<file path="src/rtl/cpu_csr_pkg.sv">
// Shared constants and state encoding for the CSR AXI master.
// The optional transaction timeout is enabled by defining CPU_CSR_MASTER_TIMEOUT_EN.
package cpu_csr_pkg;

  localparam int DATA_W = 32;

  localparam logic [1:0] AXI_RESP_OKAY   = 2'b00;
  localparam logic [1:0] AXI_RESP_EXOKAY = 2'b01;
  localparam logic [1:0] AXI_RESP_SLVERR = 2'b10;
  localparam logic [1:0] AXI_RESP_DECERR = 2'b11;

  localparam logic [1:0] AXI_BURST_INCR = 2'b01;
  localparam logic [2:0] AXI_SIZE_4B    = 3'b010;

  typedef enum logic [2:0] {
    ST_IDLE,
    ST_WR_REQ,
    ST_WR_RESP,
    ST_RD_REQ,
    ST_RD_DATA,
    ST_RSP
  } master_state_t;

endpackage

</file>
<file path="src/rtl/cpu_csr_axi_timeout.sv">
// Loadable down-counter; o_expired pulses on the last enabled cycle of the budget.
// Only instantiated when CPU_CSR_MASTER_TIMEOUT_EN is defined.
module cpu_csr_axi_timeout #(
  parameter int LOAD_VAL = 256
) (
  input  logic i_clk,
  input  logic i_rst_n,
  input  logic i_load,
  input  logic i_en,
  output logic o_expired
);

  localparam int CNT_W = $clog2(LOAD_VAL + 1);

  logic [CNT_W-1:0] r_cnt;

  always_ff @(posedge i_clk or negedge i_rst_n) begin
    if (!i_rst_n) begin
      r_cnt <= '0;
    end else if (i_load) begin
      r_cnt <= CNT_W'(LOAD_VAL);
    end else if (i_en && (r_cnt != '0)) begin
      r_cnt <= r_cnt - 1'b1;
    end
  end

  // Fires while the final budgeted cycle is in progress so the FSM leaves on that edge
  assign o_expired = i_en && (r_cnt == CNT_W'(1));

endmodule

</file>
<file path="src/rtl/cpu_csr_axi_master.sv">
// Single-outstanding AXI4 master issuing single-beat CSR reads/writes.
// Define CPU_CSR_MASTER_TIMEOUT_EN to abort stalled transactions after TIMEOUT_CYCLES.
module cpu_csr_axi_master
  import cpu_csr_pkg::*;
#(
  parameter int ADDR_W         = 5,
  parameter int ID_W           = 5,
  parameter int TIMEOUT_CYCLES = 256
) (
  input  logic              s_aclk,
  input  logic              s_aresetn,
  input  logic              cmd_valid,
  input  logic              cmd_write,
  input  logic [ADDR_W-1:0] cmd_addr,
  input  logic [31:0]       cmd_wdata,
  input  logic [3:0]        cmd_wstrb,
  output logic              cmd_ready,
  output logic              rsp_valid,
  output logic [31:0]       rsp_rdata,
  output logic [1:0]        rsp_resp,
  output logic              rsp_err,
  input  logic              rsp_ready,
  output logic [ADDR_W-1:0] m_axi_awaddr,
  output logic [ID_W-1:0]   m_axi_awid,
  output logic [7:0]        m_axi_awlen,
  output logic [2:0]        m_axi_awsize,
  output logic [1:0]        m_axi_awburst,
  output logic              m_axi_awvalid,
  input  logic              m_axi_awready,
  output logic [31:0]       m_axi_wdata,
  output logic [3:0]        m_axi_wstrb,
  output logic              m_axi_wlast,
  output logic              m_axi_wvalid,
  input  logic              m_axi_wready,
  input  logic [ID_W-1:0]   m_axi_bid,
  input  logic [1:0]        m_axi_bresp,
  input  logic              m_axi_bvalid,
  output logic              m_axi_bready,
  output logic [ADDR_W-1:0] m_axi_araddr,
  output logic [ID_W-1:0]   m_axi_arid,
  output logic [7:0]        m_axi_arlen,
  output logic [2:0]        m_axi_arsize,
  output logic [1:0]        m_axi_arburst,
  output logic              m_axi_arvalid,
  input  logic              m_axi_arready,
  input  logic [31:0]       m_axi_rdata,
  input  logic [ID_W-1:0]   m_axi_rid,
  input  logic [1:0]        m_axi_rresp,
  input  logic              m_axi_rlast,
  input  logic              m_axi_rvalid,
  output logic              m_axi_rready
);

  master_state_t     r_state;
  logic              r_cmd_ready;
  logic [ID_W-1:0]   r_id_cnt;
  logic [ID_W-1:0]   r_issued_id;
  logic [ADDR_W-1:0] r_awaddr;
  logic [ID_W-1:0]   r_awid;
  logic [2:0]        r_awsize;
  logic [1:0]        r_awburst;
  logic              r_awvalid;
  logic [31:0]       r_wdata;
  logic [3:0]        r_wstrb;
  logic              r_wlast;
  logic              r_wvalid;
  logic              r_bready;
  logic [ADDR_W-1:0] r_araddr;
  logic [ID_W-1:0]   r_arid;
  logic [2:0]        r_arsize;
  logic [1:0]        r_arburst;
  logic              r_arvalid;
  logic              r_rready;
  logic              r_rsp_valid;
  logic [31:0]       r_rsp_rdata;
  logic [1:0]        r_rsp_resp;
  logic              r_rsp_err;

  logic              w_accept;
  logic              w_expired;
  logic              w_aw_done;
  logic              w_w_done;
  logic [ADDR_W-1:0] w_addr_aligned;
  logic              w_addr_lsb_unused;

  assign w_accept          = (r_state == ST_IDLE) && cmd_valid;
  assign w_addr_aligned    = {cmd_addr[ADDR_W-1:2], 2'b00};
  assign w_addr_lsb_unused = ^cmd_addr[1:0];
  // A channel counts as done if it already handshook or is handshaking now
  assign w_aw_done         = !r_awvalid || m_axi_awready;
  assign w_w_done          = !r_wvalid || m_axi_wready;

`ifdef CPU_CSR_MASTER_TIMEOUT_EN
  localparam logic IDLE_DRAIN = 1'b1;
  logic w_active;
  assign w_active = (r_state == ST_WR_REQ) || (r_state == ST_WR_RESP) ||
                    (r_state == ST_RD_REQ) || (r_state == ST_RD_DATA);

  cpu_csr_axi_timeout #(
    .LOAD_VAL (TIMEOUT_CYCLES)
  ) u_timeout (
    .i_clk     (s_aclk),
    .i_rst_n   (s_aresetn),
    .i_load    (w_accept),
    .i_en      (w_active),
    .o_expired (w_expired)
  );
`else
  localparam logic IDLE_DRAIN = 1'b0;
  logic w_timeout_unused;
  assign w_timeout_unused = (TIMEOUT_CYCLES == 0);
  assign w_expired        = 1'b0;
`endif

  always_ff @(posedge s_aclk or negedge s_aresetn) begin
    if (!s_aresetn) begin
      r_state     <= ST_IDLE;
      r_cmd_ready <= 1'b1;
      r_id_cnt    <= '0;
      r_issued_id <= '0;
      r_awaddr    <= '0;
      r_awid      <= '0;
      r_awsize    <= '0;
      r_awburst   <= '0;
      r_awvalid   <= 1'b0;
      r_wdata     <= '0;
      r_wstrb     <= '0;
      r_wlast     <= 1'b0;
      r_wvalid    <= 1'b0;
      r_bready    <= 1'b0;
      r_araddr    <= '0;
      r_arid      <= '0;
      r_arsize    <= '0;
      r_arburst   <= '0;
      r_arvalid   <= 1'b0;
      r_rready    <= 1'b0;
      r_rsp_valid <= 1'b0;
      r_rsp_rdata <= '0;
      r_rsp_resp  <= '0;
      r_rsp_err   <= 1'b0;
    end else if (w_expired) begin
      r_awvalid   <= 1'b0;
      r_wvalid    <= 1'b0;
      r_arvalid   <= 1'b0;
      r_bready    <= 1'b0;
      r_rready    <= 1'b0;
      r_rsp_valid <= 1'b1;
      r_rsp_rdata <= '0;
      r_rsp_resp  <= AXI_RESP_DECERR;
      r_rsp_err   <= 1'b1;
      r_state     <= ST_RSP;
    end else begin
      case (r_state)
        ST_IDLE: begin
          if (cmd_valid) begin
            r_cmd_ready <= 1'b0;
            r_bready    <= 1'b0;
            r_rready    <= 1'b0;
            r_issued_id <= r_id_cnt;
            r_id_cnt    <= r_id_cnt + 1'b1;
            if (cmd_write) begin
              r_awaddr  <= w_addr_aligned;
              r_awid    <= r_id_cnt;
              r_awsize  <= AXI_SIZE_4B;
              r_awburst <= AXI_BURST_INCR;
              r_wdata   <= cmd_wdata;
              r_wstrb   <= cmd_wstrb;
              r_wlast   <= 1'b1;
              r_awvalid <= 1'b1;
              r_wvalid  <= 1'b1;
              r_state   <= ST_WR_REQ;
            end else begin
              r_araddr  <= w_addr_aligned;
              r_arid    <= r_id_cnt;
              r_arsize  <= AXI_SIZE_4B;
              r_arburst <= AXI_BURST_INCR;
              r_arvalid <= 1'b1;
              r_state   <= ST_RD_REQ;
            end
          end
        end
        ST_WR_REQ: begin
          if (r_awvalid && m_axi_awready) r_awvalid <= 1'b0;
          if (r_wvalid && m_axi_wready)   r_wvalid  <= 1'b0;
          if (w_aw_done && w_w_done) begin
            r_bready <= 1'b1;
            r_state  <= ST_WR_RESP;
          end
        end
        ST_WR_RESP: begin
          if (m_axi_bvalid) begin
            r_bready    <= 1'b0;
            r_rsp_valid <= 1'b1;
            r_rsp_rdata <= '0;
            r_rsp_resp  <= m_axi_bresp;
            r_rsp_err   <= (m_axi_bresp != AXI_RESP_OKAY) || (m_axi_bid != r_issued_id);
            r_state     <= ST_RSP;
          end
        end
        ST_RD_REQ: begin
          if (m_axi_arready) begin
            r_arvalid <= 1'b0;
            r_rready  <= 1'b1;
            r_state   <= ST_RD_DATA;
          end
        end
        ST_RD_DATA: begin
          if (m_axi_rvalid) begin
            r_rready    <= 1'b0;
            r_rsp_valid <= 1'b1;
            r_rsp_rdata <= m_axi_rdata;
            r_rsp_resp  <= m_axi_rresp;
            r_rsp_err   <= (m_axi_rresp != AXI_RESP_OKAY) || (m_axi_rid != r_issued_id) ||
                           !m_axi_rlast;
            r_state     <= ST_RSP;
          end
        end
        ST_RSP: begin
          if (rsp_ready) begin
            r_rsp_valid <= 1'b0;
            r_cmd_ready <= 1'b1;
            r_bready    <= IDLE_DRAIN;
            r_rready    <= IDLE_DRAIN;
            r_state     <= ST_IDLE;
          end
        end
        default: r_state <= ST_IDLE;
      endcase
    end
  end

  assign cmd_ready     = r_cmd_ready;
  assign rsp_valid     = r_rsp_valid;
  assign rsp_rdata     = r_rsp_rdata;
  assign rsp_resp      = r_rsp_resp;
  assign rsp_err       = r_rsp_err;
  assign m_axi_awaddr  = r_awaddr;
  assign m_axi_awid    = r_awid;
  assign m_axi_awlen   = 8'd0;
  assign m_axi_awsize  = r_awsize;
  assign m_axi_awburst = r_awburst;
  assign m_axi_awvalid = r_awvalid;
  assign m_axi_wdata   = r_wdata;
  assign m_axi_wstrb   = r_wstrb;
  assign m_axi_wlast   = r_wlast;
  assign m_axi_wvalid  = r_wvalid;
  assign m_axi_bready  = r_bready;
  assign m_axi_araddr  = r_araddr;
  assign m_axi_arid    = r_arid;
  assign m_axi_arlen   = 8'd0;
  assign m_axi_arsize  = r_arsize;
  assign m_axi_arburst = r_arburst;
  assign m_axi_arvalid = r_arvalid;
  assign m_axi_rready  = r_rready;

endmodule
</file>
<file path="config.mk">
export PLATFORM = sky130hd
export DESIGN_NAME = cpu_csr_axi_master
export DESIGN_NICKNAME = d
export VERILOG_FILES = /design/src/rtl/cpu_csr_pkg.sv /design/src/rtl/cpu_csr_axi_timeout.sv /design/src/rtl/cpu_csr_axi_master.sv
export SDC_FILE = /design/constraint.sdc
export NUM_CORES = 1
export LEC_CHECK = 0
export CORE_ASPECT_RATIO = 2
export CORE_MARGIN = 5
export CORE_UTILIZATION = 37
export DETAILED_ROUTE_END_ITERATION = 8
export PLACE_DENSITY = 0.82
export SYNTH_ARGS = -nofsm -noshare
export SYNTH_HDL_FRONTEND = slang
export SYNTH_SLANG_ARGS = --single-unit
</file>
<file path="constraint.sdc">
create_clock -name s_aclk -period 1.49 [get_ports s_aclk]
set_input_delay 0.298 -clock s_aclk [delete_from_list [all_inputs] [get_ports s_aclk]]
set_output_delay 0.298 -clock s_aclk [all_outputs]
set_load 0.03 [all_outputs]
</file>
==> results of run 1 <==
-- metal layers --
layer | vias up | global-route usage [%]
met3 | 12 | 4.90
met4 | 0 | 5.31
met1 | 1721 | 17.4
met5 | - | 0
met2 | 161 | 30.5
li1 | 1609 | -
-- worst register-to-register path: stages (launching register included) --
cell and delay [ns]:
dfrtp_2 0.45, buf_6 0.14, nor2b_4 0.14, nand3b_4 0.10
o311ai_4 0.14, or3_1 0.39, a21oi_2 0.14
-- logic make-up after synthesis --
group,count (synthesis)
and+or+nand+nor,52
DFF,109
other,1
adders and majority gates,1
xor gates and xnor gates,14
muxes,60
buffers and inverters,49
AOI/OAI and AO/OA,60
-- worst paths after layout --
path,to,from,cells past startpoint,slack [ns]
hold reg to reg,m_axi_awid[2],m_axi_awid[2],1,0.49
max in group asynchronous,m_axi_arid[0],s_aresetn,3,0.57
setup / recovery,r_state[1],r_state[2],6,-0.08
hold / removal,rsp_rdata[21],s_aresetn,2,0.40
min in group s_aclk,m_axi_awid[2],m_axi_awid[2],1,0.49
setup reg to reg,r_state[1],r_state[2],6,-0.08
-- what timing repair did --
item,in CTS,in global routing
hold buffers,1,0
endpoints found under the hold margin,16,0
pin swaps,5,5
setup endpoints to repair,184,102
buffers inserted,0,1
gates resized for setup,111,19
-- registers in the layout, summed over array words and instances, names as in the netlist, 2 cells and up --
name / count
m_axi_awaddr: 3
r_issued_id: 5
r_state: 3
m_axi_wstrb: 4
rsp_resp: 2
m_axi_awid: 5
m_axi_arid: 5
m_axi_wdata: 32
r_id_cnt: 5
m_axi_araddr: 3
rsp_rdata: 32
-- cell type report --
class	instances	area, sq um	area share (%)
Clock buffer	9	225	3.13
Clock inverter	7	80.1	1.11
Inverter	3	11.3	0.156
Multi-Input combinational cell	213	1790	24.8
Sequential cell	109	2730	37.9
Tap cell	150	188	2.61
Timing Repair Buffer	226	2180	30.3
-- report_power, final --
group	total, mW	leakage [nW]	internal (mW)	switching [mW]
Sequential	5.18	1.33	4.32	0.851
Combinational	7.79	1.91	3.24	4.55
Clock	2.44	0.148	1.33	1.11
-- stage by stage --
step           power, mW  utilization (%)  worst slack (ns)
3_3_place_gp        13.4             55.0            -0.290
4_1_cts             15.4             57.1           -0.0882
3_5_place_dp        13.6             55.0            -0.338
2_1_floorplan       9.89                -           -0.0297
5_1_grt             16.3             57.7            -0.124
6_report            15.4             57.7           -0.0769
-- cell usage after synthesis (6+ instances only) --
cell type,instances
a21oi_1,9
a22o_1,32
buf_2,11
buf_4,29
dfrtp_1,108
mux2_1,52
mux2_2,6
nand2_1,14
xnor2_1,8
xor2_1,6
-- cell usage in the layout (no fill, tap or decap), types with 3 or more instances in the layout --
master | netlist | layout
a31oi_1 | 3 | 3
conb_1 | 1 | 26
mux2_1 | 52 | 42
xnor2_1 | 8 | 8
nand2_1 | 14 | 14
xor2_1 | 6 | 6
mux2_2 | 6 | 6
clkbuf_16 | 0 | 9
dfrtp_1 | 108 | 106
buf_12 | 0 | 8
buf_4 | 29 | 21
buf_6 | 3 | 5
inv_1 | 3 | 3
nand2b_1 | 5 | 4
clkdlybuf4s15_1 | 0 | 4
a22o_1 | 32 | 32
dlygate4sd2_1 | 0 | 93
o21ai_0 | 3 | 3
mux2_4 | 0 | 10
a21oi_1 | 9 | 7
nand3_1 | 5 | 5
nor2_1 | 5 | 5
clkdlybuf4s50_1 | 0 | 94
==> impl_metrics.toml, run 1 <==
[synthesis]
ys_ff_latch = 109
async_reset_ff_share_pct = 100
ys_seq_area_share_pct = 58.8
synth-simple-area-share_pct = 6.41
synthCells = 346
synthFlopType = "dfrtp_1"
synth_edf_count = 0
synthAdderAreaFrac_pct = 0.269
yosysUniqueCellTypes = 49
synth_top_area_cell = "dfrtp_1"
synth_top_family_by_area = "multiplexers"
synth_xor_area_share_pct = 2.64
synth_area_sq_um = 4640
synth.avg_cell_area_sq_um = 13.4
yosys-top-cells-area = "dfrtp_1 58%, mux2_1 13%, a22o_1 6.0%"
synth_warnings = 0
synthMuxAreaShare_pct = 14.5
synth_top_area_share_pct = 58.2
synth_compound_gate_area_share_pct = 10.2

[timing]
finalCriticalPeriod_ns = 1.57
finalSetupViolations = 80
fin_crit_sh_pct = 105
tns_ns = -3.87
setup_slack_ns = -0.0769
grt_setup_unrepaired = "true"
hold_violations = 0
fmax_ghz = 0.638
fin_skew_ns = 0.00729
drv_slew = 0
finalHoldWorstSlack_ns = 0.405

[run_status]
status = "finished, violations left"
violations = "setup timing"

[critical_path]
critical_path.n_buffers_inverters = 1
slowest_delay_ns = 0.45
path_class = "reg -> reg"
end_kind = "register"
crit_chain = "buf_6 > nor2b_4 > nand3b_4 > o311ai_4 > or3_1 > a21oi_2"
cp_slowest_cell = "dfrtp_2"
crit_family = "simple AND/OR/NAND/NOR gates"
cp_max_fo = 6
cp.arrival_ns = 1.83
cp-start-kind = "register"
critPathRequiredTime_ns = 1.75

[worst_hold_path]
min_path_type = "in -> async"

[cts]
cts_inserted_buffers = 9
cts.htree.levels = 3
root_buffer = "clkbuf_16"
cts.sinks = 109
cts_tree = "done"
clk_pin_slew_ns = 0.07
worstSkewPairLatency_ns = 0.35
cts_buffer_depth = 2

[pwr]
powerDensity_nw_per_um2 = 2140
leakage_nw = 3.39
irDropWorstVdd_mv = 1.15

[die]
chipHeight_um = 168
die_w_um = 89.2
core_sq_um = 12500
core.rowCount = 58
io_pins = 223
die-area_sq_um = 15000
start_util_pct = 37.2

[final_layout]
area.growth.synth_to_final_pct = 55.1
fill_cells = 1052
diodes = 0
drive_above_1_share_pct = 15.3
fin_cells = 717
fin_area_sq_um = 7200
finalNetCount = 661

[grt]
grt_usage_pct = 16.6
grt_pass1_wl_um = 19300
grt_max_degree = 46
overflow = 0
antenna_found_initial = 0
grt_pass1_vias = 3859

[route]
routed.top_layer = "met4"
drc = 0
vias = 3503
drtIter0Drc = 114
met2_length_um = 6850
finalWirelength_um = 12500
wl_met1_um = 4230
post_drt_wl_per_cell_um = 17.4
dr.pass1.iters = 4
vias_per_cell = 4.89
antenna_left = 0
wl_met3_um = 1220

[placed_design]
dpl-instance-area_sq_um = 6860
port_buffers = 194
placed_cells = 699
dpl.hpwl_um = 9710
gp_congestion = 0.810

[run]
maxCapViolations = 0
Note: power is estimated with default switching activity, not from simulation.
==> run 2: changes to the inputs <==
CTS_CLUSTER_DIAMETER = 200   (was not set)
clock period = 1.3 ns   (was 1.49 ns; I/O delays follow)
==> run 2 against run 1 <==
Effect of this change:
- the run still ends with setup timing left
- flip-flop and latch count stayed put
- die area stayed put
- via count is 5.3% higher
- cell count is 3.8% higher
- clock skew is 0.0012 ns higher
- largest power group unchanged
==> impl_metrics.toml, run 2 (synthesis gave the netlist of run 1 again) <==
[run_status]
status = "finished, violations left"
violations = "setup timing"

[pwr]
seq_power_share_pct = 31.2
power_frac_comb_pct = 55.7
leakage_nw = 3.56
powerDensity_nw_per_um2 = 2560
p_clk_share_pct = 13.2
irDropWorstVdd_mv = 1.30
p_int_mw = 11.5
p_total_mw = 19.7
swShare_pct = 41.3
netSwitchingPower_mw = 8.14

[route]
post_drt_wl_per_cell_um = 19.6
antenna_left = 0
dr.pass1.iters = 5
finalWirelength_um = 14600
vias_per_cell = 4.96
vias = 3687
drtIter0Drc = 139
drc = 0

[final_layout]
fin_cells = 744
fill_cells = 994
drive_above_1_share_pct = 39.1
finalNetCount = 688
ff_latch_area_sq_um = 2730
fin_area_sq_um = 7690
diodes = 0
most-common-layout-cells = "105 x dfrtp_1, 94 x clkdlybuf4s50_1, 72 x buf_4"
multiInputGateArea_sq_um = 1930
area.growth.synth_to_final_pct = 65.6
post-route-util_pct = 61.6
final_common_cell = "dfrtp_1"

[timing]
tns_ns = -28.77
setup_slack_ns = -0.336
fin_skew_ns = 0.00847
finalHoldWorstSlack_ns = 0.302
finalSetupViolations = 106
hold_violations = 0
grt_setup_unrepaired = "true"
fin_crit_sh_pct = 126
fmax_ghz = 0.611
drv_slew = 0
finalCriticalPeriod_ns = 1.64

[critical_path]
critical_path.n_buffers_inverters = 2
cp.arrival_ns = 1.86
critPathRequiredTime_ns = 1.53
crit_family = "simple AND/OR/NAND/NOR gates"
path_class = "reg -> reg"
crit_chain = "buf_6 > nor2_4 > nand2_4 > nor2_4 > nand2_4 > buf_12 > mux2_1"
slowest_delay_ns = 0.42
cp_max_fo = 24
end_kind = "register"
cp-start-kind = "register"
cp_slowest_cell = "dfrtp_2"

[die]
chipHeight_um = 168
die_w_um = 89.2
io_pins = 223
die-area_sq_um = 15000
core.rowCount = 58
core_sq_um = 12500
start_util_pct = 37.2

[grt]
grt_pass1_wl_um = 21000
grt_pass1_vias = 3996
grt_max_degree = 44
overflow = 0
antenna_found_initial = 0
grt_usage_pct = 18.2

[cts]
clk_pin_slew_ns = 0.08
root_buffer = "clkbuf_16"
worstSkewPairLatency_ns = 0.34
cts_inserted_buffers = 9
cts.htree.levels = 3
cts.sinks = 109
cts_buffer_depth = 2
cts_tree = "done"

[run]
maxCapViolations = 0

[placed_design]
post-place-ws_ns = -0.485
port_buffers = 194
placed_cells = 703
dpl.hpwl_um = 10400
dpl-instance-area_sq_um = 6980
gp_congestion = 0.832

[worst_hold_path]
min_path_type = "in -> async"
run 2: cell types whose count changed in the layout (fill, tap and decap cells not counted), moves of 13 or more:
| cell | before | now |
|---|---|---|
| buf_12 | 8 | 21 |
| buf_2 | 0 | 27 |
| buf_4 | 21 | 72 |
| clkdlybuf4s15_2 | 0 | 17 |
| dlygate4sd2_1 | 93 | 0 |
| mux2_4 | 10 | 24 |
run 2: worst register-to-register path, stage by stage (launching register included):
cell	delay [ns]
dfrtp_2	0.42
buf_6	0.13
nor2_4	0.12
nand2_4	0.09
nor2_4	0.13
nand2_4	0.10
buf_12	0.19
mux2_1	0.34
run 2: worst paths after layout:
path	slack (ns)	cells after the start	to	start
max in group asynchronous	0.51	3	cmd_ready	s_aresetn
min in group s_aclk	0.49	1	m_axi_wdata[19]	m_axi_wdata[19]
worst min-delay path	0.30	2	rsp_rdata[26]	s_aresetn
worst max register to register	-0.34	7	m_axi_wdata[6]	r_state[1]
worst max-delay path	-0.34	7	m_axi_wdata[6]	r_state[1]
worst min register to register	0.49	1	m_axi_wdata[19]	m_axi_wdata[19]
run 2: area by class of cell:
cell class	count	share of cell area [%]
sequential	109	35.5
clock buffer	10	2.98
tap	150	2.44
multi-input combinational	213	25.2
inverter	3	0.146
timing repair buffer	253	33.1
clock inverter	6	0.602
run 2: per-layer routing:
metal  global-route usage [%]  vias to the layer above  share of wire (%)
li1                         -                     1656                  -
met1                     19.4                     1829                 32
met2                     34.3                      174                 58
met3                     3.67                       28                6.7
met4                     5.70                        0                3.2
met5                        0                        -                  0
run 2: what timing repair did:
item                                   in CTS  in global routing
pin swaps                                  14                 28
endpoints found under the hold margin      57                  0
hold buffers                                1                  0
resized for setup                         178                 72
buffers inserted                           14                  5
setup endpoints to repair                 150                135
gates cloned                                1                  7
run 2: power by group through the flow:
stage | clock network (mW) | logic, mW | registers (mW)
finish | 2.59 | 11.0 | 6.14
global route | 2.81 | 11.5 | 6.35
CTS | 2.67 | 10.6 | 6.14
detailed placement | 0 | 10.1 | 6.19
global placement | 0 | 9.84 | 6.11
floorplan | 0 | 3.05 | 8.58
